[config.mk]
export PLATFORM = sky130hd
export DESIGN_NAME = serial_rx
export DESIGN_NICKNAME = d
export VERILOG_FILES = /design/src/rtl/serial_rx.sv
export SDC_FILE = /design/constraint.sdc
export NUM_CORES = 2
export LEC_CHECK = 0
export BUFFER_PORTS_ARGS = -buffer_cell sky130_fd_sc_hd__buf_4
export CAP_MARGIN = 30
export CORE_MARGIN = 10
export CORE_UTILIZATION = 34
export CTS_BUF_LIST = sky130_fd_sc_hd__clkbuf_16
export CTS_CLUSTER_DIAMETER = 80
export DETAILED_ROUTE_END_ITERATION = 7
export PLACE_DENSITY = 0.49
export SLEW_MARGIN = 5
export SYNTH_ARGS = -nofsm -noshare
export SYNTH_HDL_FRONTEND = slang
export SYNTH_SLANG_ARGS = --single-unit
[constraint.sdc]
create_clock -name clk -period 5.4 [get_ports clk]
set_clock_uncertainty 0.15 [all_clocks]
set_input_delay 1.35 -clock clk [delete_from_list [all_inputs] [get_ports clk]]
set_output_delay 1.35 -clock clk [all_outputs]
set_load 0.01 [all_outputs]
[src/rtl/serial_rx.sv]
// serial_rx: midpoint-sampling MSB-first deserializer on shared cnt timebase; optional idle check via SERIAL_RX_IDLE_CHK_EN.
// data/valid appear one cycle after the last-bit sample edge; no backpressure (valid is a single-cycle pulse).
module serial_rx #(
    parameter int P_DATA_WIDTH = 256
) (
    input  logic                    clk,
    input  logic                    rst,
    input  logic                    x,
    input  logic                    y0,
    input  logic [7:0]              nbits,
    input  logic [31:0]             n0,
    input  logic [31:0]             n1,
    input  logic [31:0]             cnt,
    output logic [P_DATA_WIDTH-1:0] data,
    output logic                    valid,
    output logic                    busy
`ifdef SERIAL_RX_IDLE_CHK_EN
    ,
    output logic                    err
`endif
);

    typedef enum logic [0:0] {S_ARM, S_RX} state_t;

    state_t                  state_q, state_d;
    logic [31:0]             t_q, t_d;
    logic [31:0]             n1_q, n1_d;
    logic [7:0]              nb_q, nb_d;
    logic [7:0]              bit_q, bit_d;
    // The MSB of the shift register is never read, so only the low W-1 bits are stored.
    logic [P_DATA_WIDTH-2:0] sr_q, sr_d;
    logic [P_DATA_WIDTH-1:0] data_q, data_d;
    logic                    valid_q, valid_d;
    logic                    busy_q, busy_d;

    logic [31:0] i_n0, i_n1, h;
    logic [7:0]  i_nb;

    assign i_n0 = (n0 == 32'd0) ? 32'd1 : n0;
    assign i_n1 = (n1 == 32'd0) ? 32'd1 : n1;
    assign i_nb = (nbits == 8'd0) ? 8'd1 : nbits;
    // (i_n1+1)>>1 without a 33-bit intermediate: floor half plus the dropped LSB.
    assign h    = {1'b0, i_n1[31:1]} + {31'd0, i_n1[0]};

`ifdef SERIAL_RX_IDLE_CHK_EN
    logic ferr_q, ferr_d;
    assign err = valid_q & ferr_q;
`else
    logic unused_y0;
    assign unused_y0 = y0;
`endif

    always_comb begin
        state_d = state_q;
        t_d     = t_q;
        n1_d    = n1_q;
        nb_d    = nb_q;
        bit_d   = bit_q;
        sr_d    = sr_q;
        data_d  = data_q;
        valid_d = 1'b0;
        busy_d  = busy_q;
`ifdef SERIAL_RX_IDLE_CHK_EN
        ferr_d  = ferr_q;
`endif
        case (state_q)
            S_ARM: begin
                if (cnt == i_n0) begin
                    n1_d    = i_n1;
                    nb_d    = i_nb;
                    t_d     = i_n0 + h;
                    sr_d    = '0;
                    bit_d   = 8'd0;
                    busy_d  = 1'b1;
                    state_d = S_RX;
`ifdef SERIAL_RX_IDLE_CHK_EN
                    ferr_d  = (x != y0);
`endif
                end
            end
            S_RX: begin
                if (cnt == t_q) begin
                    sr_d  = {sr_q[P_DATA_WIDTH-3:0], x};
                    bit_d = bit_q + 8'd1;
                    t_d   = t_q + n1_q;
                    if (bit_q == nb_q - 8'd1) begin
                        data_d  = {sr_q, x};
                        valid_d = 1'b1;
                        busy_d  = 1'b0;
                        state_d = S_ARM;
                    end
                end
            end
            default: begin
                state_d = S_ARM;
                busy_d  = 1'b0;
            end
        endcase
    end

    always_ff @(posedge clk) begin
        if (!rst) begin
            state_q <= S_ARM;
            t_q     <= '0;
            n1_q    <= '0;
            nb_q    <= '0;
            bit_q   <= '0;
            sr_q    <= '0;
            data_q  <= '0;
            valid_q <= 1'b0;
            busy_q  <= 1'b0;
`ifdef SERIAL_RX_IDLE_CHK_EN
            ferr_q  <= 1'b0;
`endif
        end else begin
            state_q <= state_d;
            t_q     <= t_d;
            n1_q    <= n1_d;
            nb_q    <= nb_d;
            bit_q   <= bit_d;
            sr_q    <= sr_d;
            data_q  <= data_d;
            valid_q <= valid_d;
            busy_q  <= busy_d;
`ifdef SERIAL_RX_IDLE_CHK_EN
            ferr_q  <= ferr_d;
`endif
        end
    end

    assign data  = data_q;
    assign valid = valid_q;
    assign busy  = busy_q;

endmodule

Word-level counts from Yosys, hierarchy flattened
Cells that the tools add are included.
{ "totals": {"input_bits": 108, "ff_bits": 594, "out_inout_bits": 258} }
{ "op_classes": {"eq_ne": 6, "add_sub_neg": 5, "n_bitwise": 1, "n_reduce_logical": 8, "n_mux": 21} }
{ "op_table": {"columns": ["op", "count"], "rows": [
  ["$mux W255", 2],
  ["$pmux W255 S2", 1],
  ["$mux W32", 4],
  ["$add A32 B32 Y32", 2],
  ["$eq A32 B32 Y1", 2],
  ["$logic_not A32 Y1", 2],
  ["$pmux W32 S2", 1],
  ["$add A31 B1 Y32", 1],
  ["$mux W8", 3],
  ["$pmux W8 S2", 1],
  ["$reduce_and A3 Y1", 3],
  ["$add A8 B1 Y8 const B", 1],
  ["$eq A8 B8 Y1", 1],
  ["$logic_not A8 Y1", 1],
  ["$sub A8 B1 Y8 const B", 1],
  ["$mux W1", 7],
  ["$ne A2 B1 Y1 const B", 2],
  ["$pmux W1 S2", 2],
  ["$reduce_and A2 Y1", 2],
  ["$ne A2 B2 Y1 const B", 1],
  ["$not A1 Y1", 1]
]} }

Logic depth before layout (Yosys ltp)
{ "logic_depth": {"word_depth": 6, "ltp_mapped": 15} }

Worst setup path before layout
Ideal clock, no wire load.
{ "synth_path": {"path_type": "input to register", "from": "in n0[25]", "to": "reg t_q[24]", "required_time_ps": 5180, "setup_time_ps": 70, "stages": 15, "arrival_time_ps": 4359, "slack_ps": 821, "path_cell_list": "nor4_1 > nand4_1 > o21bai_1 > inv_1 > fa_1 > inv_1 > fa_1 > a211oi_1 > o21bai_1 > o21ai_0 > o31a_1 > o41ai_1 > a31oi_1 > xor2_1 > a21oi_1"} }
{ "synth_via": {"elab_chain_cells": 5} }
{ "synth_rtl": {"columns": ["element", "line_no", "rtl"], "rows": [
  ["start: declaration", "11", "input logic [31:0] n0,"],
  ["$logic_not A32 Y1", "39", "assign i_n0 = (n0 == 32'd0) ? 32'd1 : n0;"],
  ["$mux W32 (*)", "39", null],
  ["$add A32 B32 Y32 / $eq A32 B32 Y1 (equally long branches)", "71, 68", null],
  ["$mux W32 / $ne A2 B2 Y1 (equally long branches)", null, null],
  ["$pmux W32 S2 / $reduce_and A2 Y1 (equally long branches)", null, null],
  ["end signal: assignment", "117", "t_q <= t_d;"],
  ["end: declaration", "26", "logic [31:0] t_q, t_d;"]
]} }
Mark *: on every way between the ends. The rest lies on a longest branch, timed or not. The select of a mux whose other input is x is not followed.
A chain may end at the register's enable or synchronous reset.

Worst setup path in the final report
{ "layout_path": {"from": "in n0[24]", "to": "reg t_q[28]"} }
Same word-level chain as after synthesis.

==> impl_metrics.toml <==
[run_status]
status = "completed"

[routing]
post-route-drc-count = 0
wirelength_um = 82380
via_per_inst = 5.227
first_pass_iters = 5
drtIter0Drc = 1602
ant_nets = 0
vias = 22350
wl_per_cell_um = 19.26

[global_routing]
gr-usage-met1_pct = 23.95
antenna_found_initial = 1
grt_pass1_wl_um = 128100
globalRouteMet3Util_pct = 4.442
overflow = 0
grt_util_met2_pct = 30.15
grt_use_total_pct = 18.57
grt_pass1_vias = 21720
busiest_layer = "met2"
grt_max_degree = 199

[timing]
rsz0062_at_grt = "false"
slew_viol_final = 0
finalHoldViolations = 0
finalCriticalPeriod_ns = 4.961
tns_ns = 0
period_share_pct = 91.88
max_slew.worst_pin.slew_ns = 0.9897
layout_setup_ws_ns = 0.4387
maxSlewHeadroom_pct = 34.02
final-setup-viol-count = 0
max_freq_mhz = 201.6

[job]
max_cap_violations = 0

[placed_design]
post-place-ws_ns = -0.3483
gp_congestion = 0.9229
hpwl_um = 57930
numPortBuffers = 364

[logic_synthesis]
ys_seq_area_share_pct = 47.63
synth.avg_cell_area_sq_um = 8.175
synth_top_family_by_area = "compound AO/OA/AOI/OAI gates"
synth_nets = 3228
yosysWarnings = 0
synth_compound_area_share_pct = 20.88
synth_edf_count = 0
synthSimpleGateAreaFrac_pct = 18.64
synth-xor-area-share_pct = 4.139
ys_async_sr_fraction_pct = 0
syn-cell-area_sq_um = 24970
yosys.cell_types.count = 60
syn_inst = 3054
ys_ff_latch = 594
synth-main-ff-cell = "dfxtp_1"
synthMuxAreaShare_pct = 0.4861
synth_fa_ha_area_share_pct = 3.398

[finish]
mostFrequentLayoutCells = "649 x nand2_1, 594 x dfxtp_1, 410 x buf_4"
syn_to_final_growth_pct = 22.48
final_common_cell = "nand2_1"
drive_gt1_share_pct = 15.89
final_core_util_pct = 41.99
final_nets = 3442
diodes = 0

[clocking]
path_clk_slew_ns = 0.06
hold_buffers = 0
post_cts_resized = 0
cts_setup_buffers = 0
cts_buffers = 69
clock_sinks = 594
htreeDepth = 3
cts_tree = "done"
ctsRootBufferMaster = "clkbuf_16"
cts_buffer_depth = 3
clk_latency_ns = 0.61

[die]
die_h_um = 291.0
die_w_um = 291.0
initial_core_util_pct = 34.28
rows = 99
coreArea_sq_um = 72830
die_area_sq_um = 84670
pin_count = 366

[worst_setup_path]
critPathBufInv = 5
reg2reg_depth = 11
critPathKind = "input port to register"
slowest_delay_ns = 0.51
critPathCapture = "t_q[28]"
path_max_fanout = 3
worstReg2RegStart = "t_q[0]"
cp-end-kind = "register"
slowest_stage = "nor4_1"
crit_family = "compound AO/OA/AOI/OAI gates"
cp_common_cell = "buf_4"
critical_path_depth = 18
cp.arrival_ns = 5.26
cp_data_required_time_ns = 5.70
reg2reg_to = "t_q[30]"
startpoint_type = "input port"
reg2reg_slack_ns = 1.38
crit_path_start = "n0[24]"
crit_chain = "buf_4 -> nor4_1 -> buf_4 -> nand4_1 -> o21bai_1 -> inv_1 -> fa_1 -> inv_1 -> fa_1 -> a211oi_1 -> o21bai_1 -> o21ai_0 -> o31a_1 -> buf_4 -> o211a_1 -> o21ai_0 -> mux2i_1 -> a31oi_1"

[min_path]
min_path_type = "register to register"

[power_and_ir_drop]
p_leak_nw = 11.74
p_per_area_nw_per_um2 = 303.1
peakVddDrop_mv = 0.2290
power_w = 0.009270
## state kept, by name, summed over array words and instances, names as in the netlist
signal   count
nb_q         8
valid        1
busy         1
sr_q       255
bit_q        8
t_q         32
n1_q        32
state_q      1
data       256
## synthesized netlist by cell type, drive strengths merged, types with 6 or more instances
cell type    n  area share, %
and3         7           0.18
and2         7           0.18
nor2b        8           0.20
a21boi       7           0.21
mux2i       11           0.44
xnor2       53            1.9
buf         64            1.2
a31oi       19           0.48
nor4        37           0.99
inv         23           0.35
o211a        6           0.24
nand2b      10           0.25
o21a         8           0.24
a21oi      363            7.3
clkbuf     217            3.3
nand3       21           0.42
nand2      649            9.8
xor2        65            2.3
a211oi      25           0.75
o21bai       7           0.21
or3          7           0.18
nand3b       6           0.18
ha          63            3.2
o211ai      14           0.42
nand4       28           0.70
a22oi      257            7.7
dfxtp      594             48
a21o        28           0.84
nor3        31           0.64
nor2       310            4.7
o21ai       60            1.2
## through the flow
step	cells	hold WS, ns	area, sq um
after floorplan	3054	0.2856	24970
after global placement	4155	0.2910	28430
after detailed placement	4155	0.2960	28430
after CTS	4275	0.3002	30550
after global routing	4276	0.3140	30580
final	4276	0.2992	30580
## worst min-delay path by stage
stage | from | end | slack (ns) | cells after the start
after detailed placement | data[239] | data[239] | 0.30 | 2
final | data[224] | data[224] | 0.30 | 2
after global routing | data[253] | data[253] | 0.31 | 2
after global placement | data[0] | data[0] | 0.29 | 2
after CTS | sr_q[96] | data[97] | 0.30 | 2
after floorplan | n1_q[10] | n1_q[10] | 0.29 | 2
## cells by family after synthesis
family          Yosys count
compound gates          830
xor+xnor                118
mux                      12
flops                   594
simple gates           1130
buf+inv                 304
fa+ha+maj                66
## tightest hold or removal path, stage by stage (launching register included)
cell	delay, ns
dfxtp_1	0.31
nand2_1	0.05
a21oi_1	0.05
## per-layer routing
layer	up-vias	wire (um)
met4	2	2169
li1	10960	-
met3	128	5284
met5	-	13
met2	609	38210
met1	10650	36700
## cell type report
| cell class | count | area [sq um] |
|---|---|---|
| inverter | 23 | 93.84 |
| multi-input combinational | 2156 | 11910 |
| tap | 959 | 1200 |
| clock inverter | 50 | 366.6 |
| sequential | 594 | 11890 |
| fill | 7371 | 42250 |
| timing repair buffer | 424 | 3366 |
| clock buffer | 70 | 1752 |
## report_power, final
group / internal [W] / switching, W
Combinational: 0.000189 / 0.000317
Clock: 0.00251 / 0.00187
Sequential: 0.00438 / 0.000000000000719
No activity file was read; power rests on OpenSTA's default activity.
